$ cat config.mk
export PLATFORM = sky130hd
export DESIGN_NAME = n_deserial
export DESIGN_NICKNAME = d
export VERILOG_FILES = /design/src/rtl/n_deserial.sv
export SDC_FILE = /design/constraint.sdc
export NUM_CORES = 1
export LEC_CHECK = 0
export CAP_MARGIN = 10
export CORE_ASPECT_RATIO = 1.75
export CORE_UTILIZATION = 25
export CTS_BUF_LIST = sky130_fd_sc_hd__clkbuf_8
export DETAILED_ROUTE_END_ITERATION = 10
export MAX_ROUTING_LAYER = met4
export PLACE_DENSITY = 0.53
export SYNTH_ARGS = -nofsm -noshare
export SYNTH_HDL_FRONTEND = slang
export SYNTH_SLANG_ARGS = --single-unit
$ cat constraint.sdc
create_clock -name sd_clock -period 2.12 [get_ports sd_clock]
set_clock_uncertainty 0.2 [all_clocks]
set_input_delay 0.424 -clock sd_clock [delete_from_list [all_inputs] [get_ports sd_clock]]
set_output_delay 0.424 -clock sd_clock [all_outputs]
set_load 0.1 [all_outputs]
$ cat src/rtl/n_deserial.sv
// Serial-to-parallel receiver for SD CMD/DAT lines: waits for a start bit, shifts in an
// n-bit MSB-first frame, and reports completion, end-bit error and start-bit timeout.
module n_deserial #(
  parameter int n       = 48,
  parameter int TIMEOUT = 64
) (
  input  logic         sd_clock,
  input  logic         reset,
  input  logic         enable,
  input  logic         serial,
  output logic [n-1:0] parallel,
  output logic         complete,
  output logic         frame_error,
  output logic         timeout,
  output logic         busy
);

  localparam int BC_W = $clog2(n) + 1;
  localparam int TC_W = $clog2(TIMEOUT) + 1;

  typedef enum logic [1:0] {IDLE, WAIT_START, RECEIVE} state_t;

  state_t          state_q, state_d;
  logic [n-1:0]    shreg_q, shreg_d;
  logic [BC_W-1:0] bcnt_q, bcnt_d;
  logic [TC_W-1:0] tcnt_q, tcnt_d;
  logic [n-1:0]    par_q, par_d;
  logic            cmp_q, cmp_d;
  logic            ferr_q, ferr_d;
  logic            to_q, to_d;
  logic            busy_q, busy_d;

  assign parallel    = par_q;
  assign complete    = cmp_q;
  assign frame_error = ferr_q;
  assign timeout     = to_q;
  assign busy        = busy_q;

  always_comb begin
    state_d = state_q;
    shreg_d = shreg_q;
    bcnt_d  = bcnt_q;
    tcnt_d  = tcnt_q;
    par_d   = par_q;
    cmp_d   = 1'b0;
    ferr_d  = ferr_q;
    to_d    = 1'b0;
    busy_d  = busy_q;
    case (state_q)
      IDLE: begin
        if (enable) begin
          state_d = WAIT_START;
          busy_d  = 1'b1;
          tcnt_d  = '0;
        end
      end
      WAIT_START: begin
        // A start bit wins over timeout, even on the final allowed sample.
        if (!serial) begin
          shreg_d = {{(n-1){1'b0}}, serial};
          bcnt_d  = BC_W'(1);
          state_d = RECEIVE;
        end else if (tcnt_q == TC_W'(TIMEOUT - 1)) begin
          to_d    = 1'b1;
          busy_d  = 1'b0;
          state_d = IDLE;
        end else begin
          tcnt_d = tcnt_q + TC_W'(1);
        end
      end
      RECEIVE: begin
        shreg_d = {shreg_q[n-2:0], serial};
        bcnt_d  = bcnt_q + BC_W'(1);
        if (bcnt_q == BC_W'(n - 1)) begin
          par_d   = {shreg_q[n-2:0], serial};
          cmp_d   = 1'b1;
          ferr_d  = ~serial;
          busy_d  = 1'b0;
          state_d = IDLE;
        end
      end
      default: begin
        state_d = IDLE;
        busy_d  = 1'b0;
      end
    endcase
  end

  always_ff @(posedge sd_clock or negedge reset) begin
    if (!reset) begin
      state_q <= IDLE;
      shreg_q <= '0;
      bcnt_q  <= '0;
      tcnt_q  <= '0;
      par_q   <= '0;
      cmp_q   <= 1'b0;
      ferr_q  <= 1'b0;
      to_q    <= 1'b0;
      busy_q  <= 1'b0;
    end else begin
      state_q <= state_d;
      shreg_q <= shreg_d;
      bcnt_q  <= bcnt_d;
      tcnt_q  <= tcnt_d;
      par_q   <= par_d;
      cmp_q   <= cmp_d;
      ferr_q  <= ferr_d;
      to_q    <= to_d;
      busy_q  <= busy_d;
    end
  end

endmodule
==> results of run 1 <==
## sequential cells by signal, indices dropped and copies added, names as in the netlist
name         count
shreg_q         47
parallel        48
timeout          1
busy             1
frame_error      1
tcnt_q           7
complete         1
bcnt_q           7
state_q          2
## through the flow
| step | util | hold WS (ns) | worst slack, ns | instances | power [W] |
|---|---|---|---|---|---|
| after CTS | 0.356 | 0.183 | 0.182 | 813 | 0.00663 |
| after detailed placement | 0.333 | 0.109 | 0.0602 | 781 | 0.00456 |
| after global placement | 0.333 | 0.108 | 0.0934 | 781 | 0.00449 |
| final | 0.356 | 0.209 | 0.170 | 813 | 0.00654 |
| after global routing | 0.356 | 0.212 | 0.0625 | 813 | 0.00700 |
| after floorplan | - | -0.0716 | 0.291 | 507 | 0.00400 |
## path summary, 6_finish.rpt
path                                    startpoint                       end  cells after the start
min                                          reset  parallel[34]$_DFFE_PN0P_                      2
max reg2reg                  bcnt_q[0]$_DFFE_PN0P_          busy$_DFFE_PN0P_                      5
min reg2reg                shreg_q[46]$_DFFE_PN0P_  parallel[47]$_DFFE_PN0P_                      2
max                          bcnt_q[0]$_DFFE_PN0P_          busy$_DFFE_PN0P_                      5
max in group asynchronous                    reset  parallel[17]$_DFFE_PN0P_                      3
min in group sd_clock      shreg_q[46]$_DFFE_PN0P_  parallel[47]$_DFFE_PN0P_                      2
## cell usage in the layout, fill, tap and decap left out, types with 3 or more instances in the layout
| master | count |
|---|---|
| nand2b_1 | 3 |
| buf_4 | 14 |
| mux2i_1 | 3 |
| o21ai_0 | 49 |
| nand2_1 | 245 |
| a21oi_1 | 7 |
| inv_1 | 4 |
| xor2_1 | 4 |
| buf_12 | 55 |
| nor2_1 | 10 |
| and3_1 | 3 |
| nand4_1 | 6 |
| a31oi_1 | 3 |
| clkinvlp_4 | 3 |
| clkbuf_8 | 21 |
| nor3_1 | 3 |
| dfrtp_1 | 115 |
## metal layers
metal  vias up  part of all wire  GRT usage
met5         -                 0          -
met2        93              0.53      0.217
met1      1738              0.41      0.127
met4         0             0.026     0.0620
li1       1739                 -          -
met3        18             0.036     0.0264
## logic make-up after synthesis
logic type,count (synthesis),share of synthesized area
flops,115,0.619
compound gates,67,0.0808
xor+xnor,5,0.00942
mux,3,0.00646
buf+inv,33,0.0310
fa+ha+maj,2,0.00538
simple gates,282,0.248
## power groups by stage
| stage | Combinational, W | Sequential (W) | Clock [W] |
|---|---|---|---|
| finish | 0.00139 | 0.00312 | 0.00203 |
| global route | 0.00158 | 0.00320 | 0.00222 |
| CTS | 0.00141 | 0.00312 | 0.00210 |
| detailed placement | 0.00141 | 0.00315 | 0 |
| global placement | 0.00135 | 0.00313 | 0 |
| floorplan | 0.000825 | 0.00318 | 0 |
## cells in the mapped netlist (all sizes together), types with 2 or more instances
cell type / number / area, um2
nand2: 245 / 920
dfrtp: 115 / 2880
o21ai: 50 / 250
clkbuf: 17 / 63.8
buf: 14 / 72.6
nor2: 10 / 37.5
a21oi: 7 / 35.0
nand4: 6 / 37.5
nand2b: 4 / 25.0
xor2: 4 / 35.0
a31oi: 3 / 18.8
and3: 3 / 18.8
mux2i: 3 / 30.0
nor2b: 3 / 21.3
nor3: 3 / 15.0
ha: 2 / 25.0
inv: 2 / 7.51
nand3: 2 / 10.0
## area by class of cell
type	instances	area, um2
fill	1825	11700
clock inverter	10	109
timing repair buffer	72	1240
inverter	2	7.51
sequential	115	2880
multi-input combinational	359	1640
clock buffer	21	289
tap	234	293
## what timing repair did
item,4_1_cts,5_1_grt
hold buffers,1,0
endpoints found under the hold margin,115,0
buffers inserted,0,0
## worst max-delay path, stage by stage, from the launching register on
cell,delay (ns)
dfrtp_1,0.41
ha_1,0.24
nor4bb_1,0.37
a31oi_1,0.18
or2_2,0.32
o2bb2ai_1,0.12
==> results_dict.tcl, run 1 <==
set metrics [dict create \
    first_pass_iters 4 \
    synthesis.area_um2 4650 \
    drv_cap 0 \
    synth_area_per_cell_um2 9.17 \
    drc 0 \
    syn_inst 507 \
    clk_pin_slew_ns 0.07 \
    die-area_um2 19200 \
    coreArea_um2 18100 \
    placed_area_um2 6050 \
    ys_seq_elements 115 \
    cts_root_buf "clkbuf_8" \
    slew_headroom 0.625 \
    num_vias 3588 \
    worst_pin_slew_ns 0.555 \
    async_flop_share 1.00 \
    critPathMaxFanout 5 \
    hold_path.class "in2async" \
    power_leakage_nw 3.04 \
    diodes 0 \
    irDropWorstVdd_v 0.000559 \
    required_ns 2.22 \
    switching_share 0.337 \
    p_clk_frac 0.310 \
    intPower_w 0.00434 \
    fin_crit_ns 1.95 \
    switching_power_w 0.00220 \
    cp-end-kind "register" \
    tns_ns 0 \
    ys_seq_area_frac 0.619 \
    ctsResizeCount 0 \
    fmax_ghz 0.513 \
    stdcell_area_um2 6450 \
    grt_util_all_layers 0.122 \
    status "completed" \
    port_buffers 55 \
    drive_gt1_frac 0.183 \
    grt_overflow 0 \
    grt_pass1_vias 3739 \
    finalNetCount 573 \
    cts_buffers 17 \
    fin_crit_sh 0.920 \
    ys_warn_count 0 \
    h-tree-depth 4 \
    dp_hpwl_um 6900 \
    io_pins 56 \
    die_h_um 182 \
    start_kind "register" \
    p_comb_frac 0.212 \
    gp_congestion 0.736 \
    routed_via_density 4.41 \
    die_x_um 105 \
    hold_viol 0 \
    ys.flop_type "dfrtp_1" \
    grt_pass1_wl_um 17900 \
    grt_max_degree 56 \
    finalSetupViolCount 0 \
    insertion_delay_ns 0.42 \
    synth_edf_count 0 \
    antenna_found_initial 0 \
    final_max_slew_viol_count 0 \
    ant_nets 0 \
    wl_per_cell_um 12.6 \
    clock_sinks 115 \
    placementRows 65 \
    worst-setup-path-type "reg2reg" \
    rsz0062_at_grt "false" \
    start_util 0.256 \
    synth_nets 513 \
    cp.arrival_ns 2.05 \
    cts_tree "yes" \
    regToRegSetupSlack_ns 0.17 \
    power_frac_seq 0.477 \
    routed_wirelength_um 10200 \
    clock_path_buffers 2 \
    drt-initial-drc-count 207 \
    yosysUniqueCellTypes 35 \
    area_delta_synth_final_pct 38.9 \
    p_per_area_nw_per_um2 1010 \
]
Power figures use the tool's default switching activity.
==> run 2: changes to the inputs <==
- PLACE_DENSITY: 0.53 -> 0.55
- REMOVE_ABC_BUFFERS: unset -> 1
- clock period: 2.12 -> 1.75 ns (I/O delays scaled with it)
==> results_dict.tcl, run 2 (synthesis results as in run 1) <==
set metrics [dict create \
    p_comb_frac 0.242 \
    start_kind "register" \
    fin_ws_ns 0.0115 \
    first_pass_iters 4 \
    final_max_slew_viol_count 0 \
    finalNetCount 593 \
    r2r_cells 5 \
    path_cells "ha_4, and4b_4, a211oi_4, a21bo_1, a21o_1" \
    switching_power_w 0.00289 \
    intPower_w 0.00543 \
    worst_pin_slew_ns 0.367 \
    slew_headroom 0.752 \
    drive_gt1_frac 0.280 \
    die_h_um 182 \
    h-tree-depth 4 \
    hold_viol 0 \
    wl_per_cell_um 13.5 \
    area_delta_synth_final_pct 48.1 \
    grt_overflow 0 \
    rsz0062_at_grt "true" \
    start_util 0.256 \
    power_frac_seq 0.465 \
    routed_via_density 4.39 \
    drt-initial-drc-count 159 \
    grt_max_degree 67 \
    finalSetupViolCount 0 \
    fin_crit_ns 1.74 \
    cts_buffers 17 \
    grt_util_all_layers 0.122 \
    cp.arrival_ns 1.85 \
    r2r_start "tcnt_q[1]$_DFFE_PN0P_" \
    coreArea_um2 18100 \
    dp_hpwl_um 6970 \
    grt_pass1_wl_um 17900 \
    reg2reg_to "tcnt_q[5]$_DFFE_PN0P_" \
    insertion_delay_ns 0.42 \
    worst-setup-path-type "reg2reg" \
    diodes 0 \
    critPathMaxFanout 3 \
    power_leakage_nw 3.24 \
    drc 0 \
    die_x_um 105 \
    max_stage_delay_ns 0.43 \
    total_power_w 0.00832 \
    crit_family "compound AO/OA/AOI/OAI gates" \
    required_ns 1.87 \
    fill_cells 1805 \
    irDropWorstVdd_v 0.000953 \
    routed_wirelength_um 11200 \
    clock_path_buffers 2 \
    layout_commonest_cell "nand2_1" \
    clk_pin_slew_ns 0.07 \
    p_per_area_nw_per_um2 1210 \
    regToRegSetupSlack_ns 0.01 \
    place_ws_ns -0.200 \
    path_buf_inv 0 \
    tns_ns 0 \
    status "completed" \
    die-area_um2 19200 \
    clock_sinks 115 \
    fin_crit_sh 0.993 \
    io_pins 56 \
    cp-end-kind "register" \
    layout_common_cells "nand2_1 (214), dfrtp_1 (111), buf_12 (57)" \
    switching_share 0.348 \
    hold_path.class "in2async" \
    ant_nets 0 \
    num_vias 3664 \
    largest_reg_flops 48 \
    cts_tree "yes" \
    gp_congestion 0.720 \
    port_buffers 55 \
    p_clk_frac 0.293 \
    crit_slowest_cell "dfrtp_1" \
    antenna_found_initial 0 \
    fmax_ghz 0.575 \
    grt_pass1_vias 3751 \
    cts_root_buf "clkbuf_8" \
    drv_cap 0 \
    placementRows 65 \
]
run 2: changes by cell type in the layout (fill, tap and decap cells not counted), sizes merged:
| cell | change |
|---|---|
| buf | +15 |
| clkbuf | +3 |
| clkinvlp | +3 |
| clkinv | +1 |
| inv | -1 |
run 2: metal layers:
metal  up-vias  part of all wire  track usage  wire [um]
li1       1785                 -            -          -
met1      1810              0.41        0.129       4600
met2        57              0.55        0.212       6120
met3        12             0.028       0.0321        314
met4         0             0.016       0.0569        181
met5         -                 0            -          0
run 2: area by class of cell:
class | count | area [um2] | share of cell area
Timing Repair Buffer | 92 | 1500 | 0.219
Multi-Input combinational cell | 359 | 1790 | 0.261
Clock buffer | 19 | 262 | 0.0380
Sequential cell | 115 | 2880 | 0.419
Clock inverter | 13 | 136 | 0.0198
Inverter | 2 | 10.0 | 0.00145
Tap cell | 234 | 293 | 0.0425
run 2: power by group through the flow:
stage          clock network [W]  logic [W]  registers (W)
6_report                 0.00244    0.00201        0.00387
5_1_grt                  0.00264    0.00224        0.00395
4_1_cts                  0.00251    0.00184        0.00378
3_5_place_dp                   0    0.00182        0.00382
3_3_place_gp                   0    0.00175        0.00378
2_1_floorplan                  0   0.000854        0.00388
run 2: metrics by stage:
| stage | utilization | instance area [um2] | instances | hold WS, ns |
|---|---|---|---|---|
| global route | 0.379 | 6880 | 834 | 0.137 |
| CTS | 0.361 | 6550 | 822 | 0.118 |
| detailed placement | 0.337 | 6120 | 789 | 0.0494 |
| global placement | 0.337 | 6120 | 789 | 0.0447 |
| floorplan | - | 4510 | 476 | -0.146 |
| finish | 0.379 | 6880 | 834 | 0.139 |
run 2: worst register-to-register path, stage by stage (launching register included):
cell and delay (ns):
dfrtp_1 0.43, ha_4 0.19, and4b_4 0.19, a211oi_4 0.23
a21bo_1 0.23, a21o_1 0.17
run 2: how the worst max path moves through the flow:
stage,startpoint,to,slack [ns],cells past startpoint
after CTS,tcnt_q[1]$_DFFE_PN0P_,tcnt_q[5]$_DFFE_PN0P_,0.005,5
after floorplan,state_q[1]$_DFFE_PN0P_,frame_error$_DFFE_PN0P_,-2.87,4
final,tcnt_q[1]$_DFFE_PN0P_,tcnt_q[5]$_DFFE_PN0P_,0.01,5
after global routing,bcnt_q[6]$_DFFE_PN0P_,parallel[5]$_DFFE_PN0P_,-0.05,6
after detailed placement,serial,tcnt_q[5]$_DFFE_PN0P_,-0.20,5
after global placement,serial,tcnt_q[5]$_DFFE_PN0P_,-0.19,5
run 2: what timing repair did:
item	4_1_cts	5_1_grt
endpoints found under the setup margin	51	72
hold endpoints to repair	115	0
gates resized for setup	3	59
hold buffers	1	0
setup buffers	0	6
cloned	0	6
pin swaps	1	29
